[src/rtl/muldiv_seq.sv]
// Sequential signed multiply (radix-2 Booth) and signed divide (restoring on magnitudes).
// One iteration per cycle for 32 cycles, one sign-fix cycle, then a one-cycle DONE pulse.
module muldiv_seq #(
   parameter int unsigned WIDTH = 32
) (
   input  logic             clock,
   input  logic             reset,
   input  logic             start,
   input  logic             op,
   input  logic [WIDTH-1:0] a_in,
   input  logic [WIDTH-1:0] b_in,
   output logic             busy,
   output logic             done,
   output logic             div_zero,
   output logic             hi_write,
   output logic             lo_write,
   output logic [WIDTH-1:0] hi_out,
   output logic [WIDTH-1:0] lo_out
);

   localparam int unsigned CNT_W = $clog2(WIDTH);
   localparam logic [CNT_W-1:0] CNT_LAST = CNT_W'(WIDTH - 1);

   typedef enum logic [2:0] {
      S_IDLE,
      S_CALC,
      S_FIX,
      S_DONE,
      S_DZERO
   } state_t;

   state_t             r_state;
   state_t             w_next;
   logic [CNT_W-1:0]   r_cnt;
   logic               r_op;
   logic               r_a_neg;
   logic               r_b_neg;
   logic [WIDTH-1:0]   r_m;
   logic [WIDTH-1:0]   r_hi;
   logic [WIDTH-1:0]   r_lo;
   logic               r_q;

   logic               w_accept;
   logic [WIDTH-1:0]   w_a_abs;
   logic [WIDTH-1:0]   w_b_abs;
   logic [WIDTH:0]     w_psum;
   logic [WIDTH-1:0]   w_rem_sh;
   logic [WIDTH-1:0]   w_quo_sh;
   logic [WIDTH:0]     w_diff;
   logic [WIDTH-1:0]   w_step_hi;
   logic [WIDTH-1:0]   w_step_lo;
   logic [WIDTH-1:0]   w_fix_hi;
   logic [WIDTH-1:0]   w_fix_lo;

   assign w_accept = (r_state == S_IDLE) && start && !(op && (b_in == '0));
   assign w_a_abs  = a_in[WIDTH-1] ? (WIDTH'(0) - a_in) : a_in;
   assign w_b_abs  = b_in[WIDTH-1] ? (WIDTH'(0) - b_in) : b_in;

   // Next-state logic
   always_comb begin
      w_next = r_state;
      case (r_state)
         S_IDLE:  if (start) w_next = (op && (b_in == '0)) ? S_DZERO : S_CALC;
         S_CALC:  if (r_cnt == CNT_LAST) w_next = S_FIX;
         S_FIX:   w_next = S_DONE;
         S_DONE:  w_next = S_IDLE;
         S_DZERO: w_next = S_IDLE;
         default: w_next = S_IDLE;
      endcase
   end

   // One iteration: Booth add/sub uses a sign-extended adder so the shifted-in MSB is the true sign
   always_comb begin
      w_psum   = {r_hi[WIDTH-1], r_hi};
      case ({r_lo[0], r_q})
         2'b01:   w_psum = {r_hi[WIDTH-1], r_hi} + {r_m[WIDTH-1], r_m};
         2'b10:   w_psum = {r_hi[WIDTH-1], r_hi} - {r_m[WIDTH-1], r_m};
         default: w_psum = {r_hi[WIDTH-1], r_hi};
      endcase
      w_rem_sh = {r_hi[WIDTH-2:0], r_lo[WIDTH-1]};
      w_quo_sh = {r_lo[WIDTH-2:0], 1'b0};
      w_diff   = {1'b0, w_rem_sh} - {1'b0, r_m};
      if (!r_op) begin
         w_step_hi = w_psum[WIDTH:1];
         w_step_lo = {w_psum[0], r_lo[WIDTH-1:1]};
      end else if (w_diff[WIDTH]) begin
         w_step_hi = w_rem_sh;
         w_step_lo = w_quo_sh;
      end else begin
         w_step_hi = w_diff[WIDTH-1:0];
         w_step_lo = w_quo_sh | WIDTH'(1);
      end
   end

   // Sign fix: quotient negative on sign mismatch, remainder follows the dividend
   always_comb begin
      w_fix_hi = r_hi;
      w_fix_lo = r_lo;
      if (r_op) begin
         if (r_a_neg)           w_fix_hi = WIDTH'(0) - r_hi;
         if (r_a_neg ^ r_b_neg) w_fix_lo = WIDTH'(0) - r_lo;
      end
   end

   always_ff @(posedge clock or negedge reset) begin
      if (!reset) r_state <= S_IDLE;
      else        r_state <= w_next;
   end

   // Working registers
   always_ff @(posedge clock or negedge reset) begin
      if (!reset) begin
         r_cnt   <= '0;
         r_op    <= 1'b0;
         r_a_neg <= 1'b0;
         r_b_neg <= 1'b0;
         r_m     <= '0;
         r_hi    <= '0;
         r_lo    <= '0;
         r_q     <= 1'b0;
      end else if (w_accept) begin
         r_cnt   <= '0;
         r_op    <= op;
         r_a_neg <= a_in[WIDTH-1];
         r_b_neg <= b_in[WIDTH-1];
         r_m     <= op ? w_b_abs : a_in;
         r_hi    <= '0;
         r_lo    <= op ? w_a_abs : b_in;
         r_q     <= 1'b0;
      end else if (r_state == S_CALC) begin
         r_cnt   <= r_cnt + 1'b1;
         r_hi    <= w_step_hi;
         r_lo    <= w_step_lo;
         r_q     <= r_lo[0];
      end
   end

   // Output registers; HI/LO only load on the edge entering DONE
   always_ff @(posedge clock or negedge reset) begin
      if (!reset) begin
         busy     <= 1'b0;
         done     <= 1'b0;
         div_zero <= 1'b0;
         hi_write <= 1'b0;
         lo_write <= 1'b0;
         hi_out   <= '0;
         lo_out   <= '0;
      end else begin
         busy     <= (w_next != S_IDLE);
         done     <= (w_next == S_DONE);
         div_zero <= (w_next == S_DZERO);
         hi_write <= (w_next == S_DONE);
         lo_write <= (w_next == S_DONE);
         if (r_state == S_FIX) begin
            hi_out <= w_fix_hi;
            lo_out <= w_fix_lo;
         end
      end
   end

endmodule

[config.mk]
export PLATFORM = sky130hd
export DESIGN_NAME = muldiv_seq
export DESIGN_NICKNAME = d
export VERILOG_FILES = /design/src/rtl/muldiv_seq.sv
export SDC_FILE = /design/constraint.sdc
export NUM_CORES = 1
export LEC_CHECK = 0
export BUFFER_PORTS_ARGS = -buffer_cell sky130_fd_sc_hd__buf_2
export CAP_MARGIN = 40
export CORE_UTILIZATION = 54
export DETAILED_ROUTE_END_ITERATION = 6
export GPL_TIMING_DRIVEN = 0
export PLACE_DENSITY_LB_ADDON = 0.08
export SETUP_SLACK_MARGIN = 0.4
export SLEW_MARGIN = 20
export SYNTH_ARGS = -nofsm -noshare
export SYNTH_HDL_FRONTEND = slang
export SYNTH_SLANG_ARGS = --single-unit
[constraint.sdc]
create_clock -name clock -period 11.01 [get_ports clock]
set_input_delay 0.5505 -clock clock [delete_from_list [all_inputs] [get_ports clock]]
set_output_delay 0.5505 -clock clock [all_outputs]
set_load 0.005 [all_outputs]
==> run_summary.xml <==
<?xml version="1.0" encoding="UTF-8"?>
<metrics>
  <group name="clock_network">
    <metric name="clk-insertion-delay-late" unit="ns">0.44</metric>
    <metric name="post_cts_hold_buffer_count" unit="">0</metric>
    <metric name="cts_resized" unit="">0</metric>
    <metric name="htree_num_levels" unit="">4</metric>
    <metric name="ctsLongestPathBuffers" unit="">2</metric>
    <metric name="cts_setup_buffers" unit="">0</metric>
    <metric name="cts_inserted_buffers" unit="">17</metric>
    <metric name="tritoncts_clock_tree" unit="">built</metric>
    <metric name="cts.clk_slew.worst_paths" unit="ns">0.07</metric>
    <metric name="cts.root.buffer_cell" unit="">clkbuf_16</metric>
    <metric name="cts_num_sinks" unit="">175</metric>
  </group>
  <group name="critical_path">
    <metric name="worstSetupPathType" unit="">flop to flop</metric>
    <metric name="number_of_cell_instances_on_the_worst_register_to_register_path" unit="">17</metric>
    <metric name="arrival_worst_endpoint" unit="ns">5.40</metric>
    <metric name="cp-end-kind" unit="">flop</metric>
    <metric name="cp_data_required_time" unit="ns">11.30</metric>
    <metric name="worstSetupStartpointType" unit="">flop</metric>
    <metric name="worst-path-max-fanout" unit="">5</metric>
  </group>
  <group name="placement">
    <metric name="post-dp-hpwl" unit="mm">42.6</metric>
    <metric name="numPortBuffers" unit="">134</metric>
    <metric name="gp_routability_congestion" unit="">1.01</metric>
  </group>
  <group name="drt">
    <metric name="antenna_violating_nets_post_route" unit="">0</metric>
    <metric name="postRouteWirelength" unit="mm">54.4</metric>
    <metric name="via_total_after_detailed_routing" unit="">15893</metric>
    <metric name="dr.pass1.iters" unit="">6</metric>
    <metric name="route.detailed.vias_per_inst" unit="">6.34</metric>
    <metric name="drt-initial-drc-count" unit="">1526</metric>
    <metric name="routed_wire_length_per_instance" unit="um">21.7</metric>
    <metric name="detail_route.drc_violations" unit="">0</metric>
  </group>
  <group name="floorplanning">
    <metric name="effective_utilization_at_floorplan" unit="%">54.9</metric>
    <metric name="core_area" unit="sq um">27900</metric>
    <metric name="die-height" unit="um">170</metric>
    <metric name="boundaryPins" unit="">137</metric>
    <metric name="design.die.area" unit="sq um">29000</metric>
    <metric name="floorplan.die.width" unit="um">170</metric>
    <metric name="number_of_standard_cell_rows_in_the_floorplan" unit="">61</metric>
  </group>
  <group name="timing">
    <metric name="final_report_max_slew_violation_count" unit="">0</metric>
    <metric name="final.setup_skew" unit="ns">0.00827</metric>
    <metric name="hold-worst-slack" unit="ns">0.0939</metric>
    <metric name="final-hold-violation-count" unit="">0</metric>
    <metric name="max-slew-margin-rel" unit="%">42.2</metric>
    <metric name="fmax" unit="MHz">196</metric>
    <metric name="period_needed" unit="ns">5.11</metric>
    <metric name="grt_setup_unrepaired" unit="">false</metric>
    <metric name="worst-slew-pin-transition" unit="ns">0.855</metric>
    <metric name="totalNegativeSetupSlack" unit="ns">0</metric>
    <metric name="setup_viol" unit="">0</metric>
    <metric name="period_share" unit="%">46.4</metric>
  </group>
  <group name="synthesis">
    <metric name="postSynth.asyncResetShare" unit="%">100</metric>
    <metric name="synth_nets" unit="">2099</metric>
    <metric name="number_of_warnings_issued_by_yosys" unit="">0</metric>
    <metric name="synthDominantCellAreaShare" unit="%">28.6</metric>
    <metric name="per_instance_average_area_after_synthesis" unit="sq um">7.82</metric>
    <metric name="yosys.area.top_type" unit="">dfrtp_1</metric>
    <metric name="gate_count_post_synth" unit="">1957</metric>
    <metric name="postSynthRegisterBits" unit="">175</metric>
    <metric name="synth_enable_flop_cells" unit="">0</metric>
    <metric name="synth_top_cells_by_area" unit="">dfrtp_1 (29%), o21ai_0 (8.9%), nand2_1 (6.9%)</metric>
    <metric name="ys_types" unit="">81</metric>
    <metric name="synth.yosys.seq_area_share" unit="%">28.6</metric>
    <metric name="synthFlopType" unit="">dfrtp_1</metric>
    <metric name="synth_area" unit="sq um">15300</metric>
  </group>
  <group name="global_routing">
    <metric name="grt_pass1_vias" unit="">14890</metric>
    <metric name="grt_util_all_layers" unit="%">38.1</metric>
    <metric name="pin_count_of_the_biggest_net_entering_global_routing" unit="">92</metric>
    <metric name="antenna_violations_before_repair" unit="">1</metric>
    <metric name="grt_first_pass_wirelength" unit="mm">83.7</metric>
    <metric name="grt.overflow.total" unit="">0</metric>
  </group>
  <group name="status">
    <metric name="status" unit="">completed</metric>
  </group>
  <group name="run">
    <metric name="number_of_max_capacitance_violations_reported" unit="">0</metric>
  </group>
  <group name="finish">
    <metric name="final_net_count" unit="">2255</metric>
    <metric name="area.sequential" unit="sq um">4380</metric>
    <metric name="multi_input_area" unit="sq um">10200</metric>
    <metric name="filler_cell_count" unit="">2586</metric>
    <metric name="post_route_cells_drive_above_1_share" unit="%">10.7</metric>
    <metric name="area_delta_synth_final" unit="%">11.9</metric>
  </group>
  <group name="min_path">
    <metric name="worst_min_delay_path_category" unit="">primary input to async pin</metric>
  </group>
</metrics>
-- worst max-delay path: stages, from the launching register on --
cell and delay, ns:
dfrtp_1 0.42, nor3_1 0.37, nand2_1 0.10, nor3_1 0.35
and3_1 0.34, nor3b_1 0.50, a21oi_1 0.16, xnor2_1 0.17
ha_1 0.38, nand4_1 0.12, nor3_1 0.20, o311ai_0 0.26
a21oi_1 0.54, a21oi_1 0.16, o41ai_1 0.46, xnor2_1 0.12
o21ai_0 0.20, a31oi_1 0.11
-- flip-flops by register name, indices dropped and copies added, names as in the netlist --
name / cells
r_q: 1
r_a_neg: 1
r_hi: 32
r_b_neg: 1
lo_out: 32
hi_out: 32
r_state: 3
div_zero: 1
lo_write: 1
r_lo: 32
r_op: 1
r_cnt: 5
busy: 1
r_m: 32
-- final cells by class --
class	count	area share, %
multi-input combinational	1590	59.3
sequential	175	25.6
timing repair buffer	137	4.24
buffer	129	3.13
tap	378	2.76
clock buffer	19	2.64
inverter	63	1.38
clock inverter	13	0.972
antenna	1	0.0146
-- placed cells by master, fill, tap and decap left out, drive strengths merged, types with 15 or more instances in the layout --
master  instances
a211oi         18
a21o           23
a21oi         112
a31oi          28
buf           161
clkbuf        124
dfrtp         175
ha             72
inv            71
mux2i          53
nand2         282
nand3          26
nor2          115
nor3           41
nor4           18
o211ai         45
o21a           15
o21ai         282
o31ai          33
or3            15
or4            17
xnor2          97
xor2           93
-- through the flow --
stage	instance area [sq um]	std cells	utilization, %	worst slack (ns)
2_1_floorplan	15300	1957	-	7.04
3_3_place_gp	16400	2469	59.0	6.04
3_5_place_dp	16500	2471	59.2	6.07
4_1_cts	17100	2503	61.4	6.03
5_1_grt	17100	2504	61.5	5.67
6_report	17100	2505	61.5	5.90
-- kinds of logic after synthesis --
| logic type | share of synthesized area [%] |
|---|---|
| AOI/OAI and AO/OA | 26.2 |
| xor gates and xnor gates | 10.9 |
| adders and majority gates | 6.15 |
| buffers and inverters | 5.05 |
| DFF | 28.6 |
| muxes | 4.35 |
| and+or+nand+nor | 18.8 |
-- path summary, 6_finish.rpt --
path	start	to	slack, ns
min in group clock	hi_out[19]	hi_out[19]	0.47
min	reset	r_hi[25]	0.09
max	r_m[3]	r_hi[31]	5.90
max in group asynchronous	reset	hi_out[0]	10.02
max reg2reg	r_m[3]	r_hi[31]	5.90
min reg2reg	hi_out[19]	hi_out[19]	0.47
-- metal layers --
metal  GRT usage [%]  vias to the layer above  share of wire [%]
met3            5.77                      191                6.6
met5               0                        -                  0
met2            62.9                      786                 46
met1            46.8                     7549                 40
li1                -                     7367                  -
met4            23.3                        0                6.6
-- cell usage after synthesis (7+ instances only) --
cell type,instances
nand2_1,280
o21ai_0,271
dfrtp_1,175
a21oi_1,112
nor2_1,112
clkbuf_1,105
xnor2_1,97
xor2_1,93
ha_1,72
inv_1,63
mux2i_1,53
o211ai_1,45
nor3_1,41
o31ai_1,33
a31oi_1,28
nand3_1,26
a21o_1,23
a211oi_1,18
or4_1,16
buf_2,15
nor4_1,15
o21a_1,15
or3_1,15
and2_1,14
nand2b_1,14
nor2b_1,14
and3_1,13
nand4_1,13
o41ai_1,13
mux2_2,12
a211o_1,11
and4_1,10
o21ai_1,10
o21bai_1,9
a31o_2,7
a41oi_1,7
Power is left out: the tool's default activity adds up to more than one toggle a clock period on the data nets, which glitch-free logic cannot reach.
